File: src/rtl/pipe_skid_buf.sv
// Chained ready/valid pipeline buffer: DEPTH stages, each with a main register and an optional skid
// register, plus global stall and flush. Stage DEPTH-1 is the head that drives the outputs.
module pipe_skid_buf #(
    parameter int DATA_W = 32,
    parameter int DEPTH  = 1,
    parameter int SKID   = 1,
    parameter int CNT_W  = $clog2(2*DEPTH+1)
) (
    input  logic              clk_i,
    input  logic              rst_i,
    input  logic              stall_i,
    input  logic              flush_i,
    input  logic              valid_i,
    input  logic [DATA_W-1:0] data_i,
    output logic              ready_o,
    output logic              valid_o,
    output logic [DATA_W-1:0] data_o,
    input  logic              ready_i,
    output logic [CNT_W-1:0]  count_o
);

    logic [DEPTH-1:0]  m_valid;
    logic [DEPTH-1:0]  s_valid;
    logic [DATA_W-1:0] m_data [DEPTH];
    logic [DATA_W-1:0] s_data [DEPTH];

    // stage_ready[DEPTH] is the downstream consumer; chain_* is what each stage sees from upstream
    logic [DEPTH:0]    stage_ready;
    logic [DEPTH-1:0]  chain_valid;
    logic [DATA_W-1:0] chain_data [DEPTH];
    logic [DEPTH-1:0]  in_xfer;
    logic [DEPTH-1:0]  out_xfer;

    always_comb begin
        stage_ready        = '0;
        stage_ready[DEPTH] = ready_i;
        // With a skid register, ready depends only on local state, cutting the ready path per stage
        for (int i = DEPTH - 1; i >= 0; i--) begin
            if (SKID != 0) begin
                stage_ready[i] = ~s_valid[i];
            end else begin
                stage_ready[i] = ~m_valid[i] | stage_ready[i+1];
            end
        end
    end

    always_comb begin
        chain_valid    = '0;
        chain_valid[0] = valid_i;
        for (int i = 0; i < DEPTH; i++) begin
            chain_data[i] = data_i;
        end
        for (int i = 1; i < DEPTH; i++) begin
            chain_valid[i] = m_valid[i-1];
            chain_data[i]  = m_data[i-1];
        end
    end

    always_comb begin
        in_xfer  = '0;
        out_xfer = '0;
        for (int i = 0; i < DEPTH; i++) begin
            in_xfer[i]  = chain_valid[i] & stage_ready[i] & ~stall_i;
            out_xfer[i] = m_valid[i] & stage_ready[i+1] & ~stall_i;
        end
    end

    // Flush clears only the valid bits; data registers keep their stale contents
    always_ff @(posedge clk_i or negedge rst_i) begin
        if (!rst_i) begin
            m_valid <= '0;
            s_valid <= '0;
            for (int i = 0; i < DEPTH; i++) begin
                m_data[i] <= '0;
                s_data[i] <= '0;
            end
        end else if (flush_i) begin
            m_valid <= '0;
            s_valid <= '0;
        end else begin
            for (int i = 0; i < DEPTH; i++) begin
                if (out_xfer[i]) begin
                    if (s_valid[i]) begin
                        m_data[i]  <= s_data[i];
                        s_valid[i] <= 1'b0;
                    end else if (in_xfer[i]) begin
                        m_data[i] <= chain_data[i];
                    end else begin
                        m_valid[i] <= 1'b0;
                    end
                end else if (in_xfer[i]) begin
                    if (m_valid[i] && (SKID != 0)) begin
                        s_data[i]  <= chain_data[i];
                        s_valid[i] <= 1'b1;
                    end else begin
                        m_data[i]  <= chain_data[i];
                        m_valid[i] <= 1'b1;
                    end
                end
            end
        end
    end

    always_comb begin
        count_o = '0;
        for (int i = 0; i < DEPTH; i++) begin
            count_o = count_o + CNT_W'(m_valid[i]) + CNT_W'(s_valid[i]);
        end
    end

    assign ready_o = stage_ready[0];
    assign valid_o = m_valid[DEPTH-1];
    assign data_o  = m_data[DEPTH-1];

endmodule

File: config.mk
export PLATFORM = sky130hd
export DESIGN_NAME = pipe_skid_buf
export DESIGN_NICKNAME = d
export VERILOG_FILES = /design/src/rtl/pipe_skid_buf.sv
export SDC_FILE = /design/constraint.sdc
export NUM_CORES = 1
export LEC_CHECK = 0
export CAP_MARGIN = 10
export CORE_MARGIN = 2
export CORE_UTILIZATION = 40
export CTS_CLUSTER_DIAMETER = 30
export DETAILED_ROUTE_END_ITERATION = 6
export PLACE_DENSITY_LB_ADDON = 0.08
export RECOVER_POWER = 25
export SETUP_SLACK_MARGIN = 0.4
export SLEW_MARGIN = 25
export SYNTH_ARGS = -nofsm -noshare
export SYNTH_HDL_FRONTEND = slang
export SYNTH_SLANG_ARGS = --single-unit
export TNS_END_PERCENT = 30
File: constraint.sdc
create_clock -name clk_i -period 4.1 [get_ports clk_i]
set_input_delay 0.41 -clock clk_i [delete_from_list [all_inputs] [get_ports clk_i]]
set_output_delay 0.41 -clock clk_i [all_outputs]
set_load 0.05 [all_outputs]
## Word level (Yosys, flattened, before mapping)

Cells that the tools add are included.

- Register bits after elaboration: 66
- Bits in writable memories: 0
- Memories: 0
- Word-level logic and storage cells: 38
- Latch bits: 0
- Output and inout port bits: 36
- Bits in read-only memories: 0

- Order comparisons: 0
- Shifts and indexed selects: 0
- Divide/modulo/power cells: 0
- Reductions and logical operators: 8
- $mul: 0
- Equality and inequality tests: 3
- Add/sub/neg operators: 1
- Muxes and demuxes: 14
- Bitwise logic cells: 8

Operators with widths:

| kind | count |
|---|---|
| 32-bit two-way mux | 5 |
| 1-bit two-way mux | 9 |
| 4-bit AND reduction | 2 |
| 3-bit inequality test (second input constant) | 2 |
| 3-bit nonzero test | 2 |
| 1-bit bitwise AND | 4 |
| 1-bit NOT | 4 |
| 2-bit nonzero test | 2 |
| 3-bit AND reduction | 1 |
| 1-bit by 1-bit adder with 2-bit output | 1 |
| 2-bit by 1-bit inequality test with 1-bit output (second input constant) | 1 |
| 2-bit AND reduction | 1 |

## Depth between registers and ports, before layout

Gate-level depths: netlist of run 1.

- Depth after elaboration: 7
- Gate-level depth with buffers: 4

## Worst setup path before layout of run 1

OpenSTA, ideal clock, no wires.

- Path type: register to register
- Start point: register m_valid (netlist: valid_o)
- End point: register m_data, in the netlist data_o[0]
- Stages on the path, launching flop included: 5
- Buffers on the path: 1
- Setup slack: 2297 ps
- Clock period less this slack: 1803 ps
- Required time: 3975 ps
- Arrival time: 1678 ps
- Cells stage by stage: dfrtp_1 -> nand2b_1 -> o2111a_1 -> buf_6 -> mux2_4

- Word-level cells in the longest chain between the ends: 4
- Elaborated cells between the ends (all ways): 6
- Those cells by class: eq/ne (1); mux (1); bitwise (2); reduce/logical (2)

Ends and longest elaborated chain:

| item | line | source |
|---|---|---|
| start: declaration | 22 | `logic [DEPTH-1:0] m_valid;` |
| start signal: assignment | 71 | `m_valid <= '0;` |
| start signal: assignment | 78 | `m_valid <= '0;` |
| start signal: indexed assignment | 89 | `m_valid[i] <= 1'b0;` |
| 1-bit bitwise AND (2 in a row) | 64 | `out_xfer[i] = m_valid[i] & stage_ready[i+1] & ~stall_i;` |
| 2-bit by 1-bit inequality test with 1-bit output (no source line) / 2-bit nonzero test (equally long branches) | -- |  |
| 4-bit AND reduction (no source line) | -- |  |
| end signal: indexed assignment | 84 | `m_data[i] <= s_data[i];` |
| end signal: indexed assignment | 87 | `m_data[i] <= chain_data[i];` |
| end signal: indexed assignment | 96 | `m_data[i] <= chain_data[i];` |
| end: declaration | 24 | `logic [DATA_W-1:0] m_data [DEPTH];` |

Several ways; a longest one is shown, not always the timed one.
A chain may end at the register's enable or synchronous reset.

## Worst setup path in the final report of run 1

- Start point: register s_valid
- End point: output port count_o[0]

- Word-level cells in the longest chain between the ends: 1

Ends and longest elaborated chain:

| item | line | source |
|---|---|---|
| start: declaration | 23 | `logic [DEPTH-1:0] s_valid;` |
| start signal: assignment | 72 | `s_valid <= '0;` |
| start signal: assignment | 79 | `s_valid <= '0;` |
| start signal: indexed assignment | 85 | `s_valid[i] <= 1'b0;` |
| 1-bit by 1-bit adder with 2-bit output | 107 | `count_o = count_o + CNT_W'(m_valid[i]) + CNT_W'(s_valid[i]);` |
| end: declaration | 19 | `output logic [CNT_W-1:0] count_o` |

Every way passes these cells.

==> results of run 1 <==
## path summary, 6_finish.rpt
check | from | endpoint | slack [ns]
worst max register to register | valid_o$_DFFE_PN0P_ | data_o[12]$_DFFE_PN0P_ | 2.02
max in group asynchronous | rst_i | data_o[31]$_DFFE_PN0P_ | 1.83
worst min-delay path | s_data[20]$_DFFE_PN0P_ | s_data[20]$_DFFE_PN0P_ | 0.50
worst min register to register | s_data[20]$_DFFE_PN0P_ | s_data[20]$_DFFE_PN0P_ | 0.50
worst max-delay path | s_valid$_DFFE_PN0P_ | count_o[0] | 1.76
min in group asynchronous | rst_i | s_data[13]$_DFFE_PN0P_ | 0.84
## per-layer routing
layer / vias to the layer above / track usage, % / wire length, um
met5: - / 0 / 0
met4: 0 / 5.30 / 89
met3: 10 / 5.39 / 312
met2: 49 / 22.9 / 2610
met1: 881 / 19.3 / 2630
li1: 826 / - / -
## sequential cells by signal, summed over array words and instances, names as in the netlist
signal / cells
s_data: 32
valid_o: 1
data_o: 32
s_valid: 1
## cell families after synthesis
family | after synthesis
multiplexers | 96
adder cells (fa/ha/maj) | 1
AO/OA/AOI/OAI | 5
buffers and inverters | 10
flip-flops | 66
AND/OR/NAND/NOR | 9
## layout make-up
class                      instances  share of cell area (%)
multi-input combinational        111                    32.5
inverter                           1                  0.0931
clock buffer                      14                    4.03
tap                               99                    3.07
clock inverter                     2                   0.868
timing repair buffer              76                    18.5
sequential                        66                    40.9
## where the power goes
part	switching, mW	internal (mW)	total, mW
logic	0.364	0.302	0.665
clock network	0.231	0.314	0.545
registers	0.0704	0.781	0.851
total	0.665	1.40	2.06
## cell usage in the layout, fill, tap and decap left out
cell type / n
a211oi_1: 1
a21bo_2: 1
a21oi_1: 2
buf_4: 3
bufinv_16: 1
clkbuf_1: 4
clkbuf_8: 11
clkdlybuf4s50_1: 72
clkinv_2: 1
dfrtp_1: 66
ha_1: 1
inv_1: 1
mux2_2: 66
mux2_4: 30
nand2_1: 1
nand2b_1: 2
nand4_1: 1
nand4b_4: 1
nor2_1: 3
nor2b_1: 1
o2111a_2: 1
## worst max-delay path, delay by kind of cell, from the launching register on
kind                     cells  cell delay (ns)
buffers and inverters        1             0.79
flip-flops                   1             0.48
adder cells (fa/ha/maj)      1             0.32
## metrics by stage
stage / setup WS (ns) / area (sq um) / cells / hold slack (ns)
2_1_floorplan: 2.30 / 3050 / 187 / 0.114
3_3_place_gp: 1.48 / 3840 / 353 / 0.484
3_5_place_dp: 1.48 / 3840 / 353 / 0.469
4_1_cts: 1.74 / 4040 / 369 / 0.0969
5_1_grt: 1.20 / 4030 / 369 / 0.513
6_report: 1.76 / 4030 / 369 / 0.503
==> results.cfg, run 1 <==
[run_status]
run_status = complete, but fails checks
violations = max-capacitance violations, max-slew violations

[yosys]
synthFlopType = dfrtp_1
synth_compound_area_share_pct = 1.27
postSynthCellCount = 187
synthMuxAreaShare_pct = 39.2
synthesis.nets = 226
yosys.area.top_type = dfrtp_1
synth-simple-area-share_pct = 2.09
yosys-top-cells-count = dfrtp_1, mux2_2, mux2_4
synth.area.top_cells = dfrtp_1, mux2_2, mux2_4
synthAdderAreaFrac_pct = 0.411
ys.warnings.count = 0
synth_top_area_share_pct = 54.2
synth-async-reset-ratio_pct = 100
ys_types = 17
avgSynthCellArea_sq_um = 16.3
synth_top_family_by_area = multiplexers
syn_area_sq_um = 3050
synth_seq_cells = 66
ys_seq_area_share_pct = 54.2
synth-edff-count = 0
synth_xor_area_share_pct = 0

[die]
dieArea_sq_um = 8330
die_h_um = 91.3
start_util_pct = 41.6
coreArea_sq_um = 7330
io-pin-count = 74
num_rows = 31
die_w_um = 91.3

[route]
vias = 1766
drtPass1Iterations = 4
drcViolationCount = 0
wl_per_cell_um = 15.3
avgViaCountPerCell = 4.79
wl_um = 5640
postRouteAntennaNets = 0
drtIter0Drc = 96

[layout]
seqCellArea_sq_um = 1650
nFillCells = 605
postLayoutCoreUtil_pct = 55.0
multi_input_area_sq_um = 1310
antenna_cells = 0
synthToLayoutAreaGrowth_pct = 32.4
nets = 304
final_layout_size_suffix_gt1_share_pct = 42.6

[sta]
period_share_pct = 57.0
rsz0062_at_grt = no
worst_slew_pin_slew_ns = 2.51
period_minus_slack_ns = 2.34
setup_viol = 0
hold_viol_final = 0
maxSlewHeadroom_pct = -67.2
fin_skew_ns = 0.00721
drv_slew = 49
max_freq_ghz = 0.428
tns_ns = 0

[placement]
hpwl_um = 3700
place.gp.congestion = 0.658
portBuffers = 73

[global_routing]
grt_pass1_vias = 1900
antenna_found_initial = 0
overflow = 0
grt_util_all_layers_pct = 14.9
grt_max_degree = 49
grt_first_pass_wirelength_um = 9540

[clock_network]
cts_resized = 0
clock-sinks = 66
root_buffer = clkbuf_8
cts_hold_buf = 0
cts_tree = yes
cts_max_level = 3
post_cts_buffers = 0
clock_latency_ns = 0.34
clk_pin_slew_ns = 0.07
cts_buffer_depth = 2
numCtsBuffers = 9

[setup_path]
worst_r2r_path_depth = 4
worstPathCellList = ha_1, clkdlybuf4s50_1
cp-start-kind = flip-flop
path_class = flip-flop to primary output
max_stage_delay_ns = 0.79
critPathMaxFanout = 7
crit_arrival_ns = 1.93
required_ns = 3.69
crit_path_end_kind = primary output
critical-path-slowest-cell = clkdlybuf4s50_1

[power]
p_leak_nw = 1.81
totalPowerFinal_mw = 2.06
power_density_nw_per_um2 = 511
peakVddDrop_v = 0.000237

[flow_run]
maxCapViolations = 1

[hold_path]
worstHoldPathCells = 1
hp-class = flip-flop to flip-flop
No activity file was read; power rests on OpenSTA's default activity.
==> run 2, diff against run 1 <==
==> constraint.sdc (replaced) <==
create_clock -name clk_i -period 2.04 [get_ports clk_i]
set_input_delay 0.204 -clock clk_i [delete_from_list [all_inputs] [get_ports clk_i]]
set_output_delay 0.204 -clock clk_i [all_outputs]
set_load 0.05 [all_outputs]
==> run 2 against run 1 <==
  * The run now ends clean
  * Worst hold slack worse by 0.0014 ns
  * Register-to-register slack worse by 1.6 ns
  * Clock skew is essentially flat
  * First-iteration DRC count decreased by 70%
  * Combinational power up 98%
  * Critical path type unchanged
  * Largest cell class unchanged
  * Highest routed layer unchanged
==> results.cfg, run 2 (same netlist as run 1, synthesis figures left out) <==
[global_routing]
use_met2_pct = 22.3
antenna_found_initial = 0
grt_max_degree = 67
grt_pass1_vias = 1862
overflow = 0
grt_util_all_layers_pct = 14.8
grt.busiest_layer = met2
gr-usage-met1_pct = 19.5
use_met3_pct = 6.47
grt_first_pass_wirelength_um = 9470

[setup_path]
cp-endpoint = data_o[29]
worst_r2r_path_depth = 4
critical-path-slowest-cell = clkdlybuf4s50_1
cp-start-kind = flip-flop
r2r-start = s_valid$_DFFE_PN0P_
required_ns = 1.84
reg2reg_slack_ns = 0.44
timing.rr.end = data_o[0]$_DFFE_PN0P_
max_stage_delay_ns = 0.81
critPathMaxFanout = 2
critPathLaunch = data_o[29]$_DFFE_PN0P_
worstPathCellList = clkdlybuf4s50_1
critical_path_buf_inv_count = 1
crit_path_end_kind = primary output
critPathTopFamily = buffers and inverters
crit_arrival_ns = 1.50
worstSetupPathDepth = 1
path_class = flip-flop to primary output

[route]
wl_per_cell_um = 15.6
avgViaCountPerCell = 4.74
drtPass1Iterations = 4
drcViolationCount = 0
vias = 1758
drtIter0Drc = 29
postRouteAntennaNets = 0
wl_um = 5770

[clock_network]
cts_max_level = 3
cts_buffer_depth = 2
cts_tree = yes
clock_latency_ns = 0.33
post_cts_buffers = 0
clock-sinks = 66
numCtsBuffers = 9
clk_pin_slew_ns = 0.07
root_buffer = clkbuf_8

[sta]
tns_ns = 0
drv_slew = 0
period_share_pct = 83.5
fin_ws_ns = 0.338
setup_viol = 0
maxSlewHeadroom_pct = 40.4
rsz0062_at_grt = yes
worst_slew_pin_slew_ns = 0.893
hold_viol_final = 0
fin_skew_ns = 0.00718
period_minus_slack_ns = 1.70
whs_ns = 0.502
max_freq_ghz = 0.587

[layout]
final_layout_size_suffix_gt1_share_pct = 44.9
mostFrequentLayoutCells = mux2_2, dfrtp_1, clkdlybuf4s50_1
synthToLayoutAreaGrowth_pct = 34.7
final_common_cell = mux2_2
antenna_cells = 0
nets = 308

[run_status]
run_status = finished clean

[placement]
place.gp.congestion = 0.648
portBuffers = 73
hpwl_um = 3760
place_ws_ns = 0.160

[flow_run]
maxCapViolations = 0

[die]
num_rows = 31
die_h_um = 91.3
start_util_pct = 41.6
coreArea_sq_um = 7330
io-pin-count = 74
dieArea_sq_um = 8330
die_w_um = 91.3

[hold_path]
worstHoldPathCells = 1
hp-class = flip-flop to flip-flop

[power]
peakVddDrop_v = 0.000515
power_density_nw_per_um2 = 983
p_leak_nw = 1.92
totalPowerFinal_mw = 4.03
-- run 2: worst min path at each step --
| stage | start | slack (ns) | to |
|---|---|---|---|
| final | s_data[3]$_DFFE_PN0P_ | 0.50 | s_data[3]$_DFFE_PN0P_ |
| after global routing | data_i[21] | 0.49 | s_data[21]$_DFFE_PN0P_ |
| after CTS | rst_i | 0.43 | data_o[19]$_DFFE_PN0P_ |
| after detailed placement | rst_i | 0.25 | s_data[14]$_DFFE_PN0P_ |
| after global placement | rst_i | 0.26 | data_o[14]$_DFFE_PN0P_ |
| after floorplan | rst_i | -0.09 | data_o[0]$_DFFE_PN0P_ |
-- run 2: cell type report --
class | instances | area (sq um)
inverters | 1 | 3.75
flip-flops and latches | 66 | 1650
clock buffers | 10 | 128
repair buffers | 80 | 842
multi-input cells | 111 | 1310
well taps | 99 | 124
fillers | 594 | 3230
clock inverters | 4 | 45.0
-- run 2: layer usage --
layer / vias up / share of wire (%) / wire [um]
met3: 6 / 5.7 / 327
li1: 832 / - / -
met1: 872 / 45 / 2620
met4: 0 / 1.1 / 65
met5: - / 0 / 0
met2: 48 / 48 / 2760
-- run 2: report_power, final --
part | switching (mW) | internal (mW) | leakage, nW
logic | 0.736 | 0.589 | 1.01
clock network | 0.457 | 0.545 | 0.0918
registers | 0.138 | 1.57 | 0.825
-- run 2: per-stage QoR --
step           utilization (%)  cell area [sq um]  std cells
3_3_place_gp              53.7               3930        356
3_5_place_dp              53.7               3930        356
4_1_cts                   56.0               4100        371
5_1_grt                   56.0               4110        371
2_1_floorplan                -               3050        187
6_report                  56.0               4110        371
-- run 2: what timing repair did --
| action | in CTS | in global routing |
|---|---|---|
| hold endpoints to repair | 66 | 0 |
| hold buffers | 1 | 0 |
| resized for setup | 10 | 9 |
| endpoints found under the setup margin | 35 | 28 |
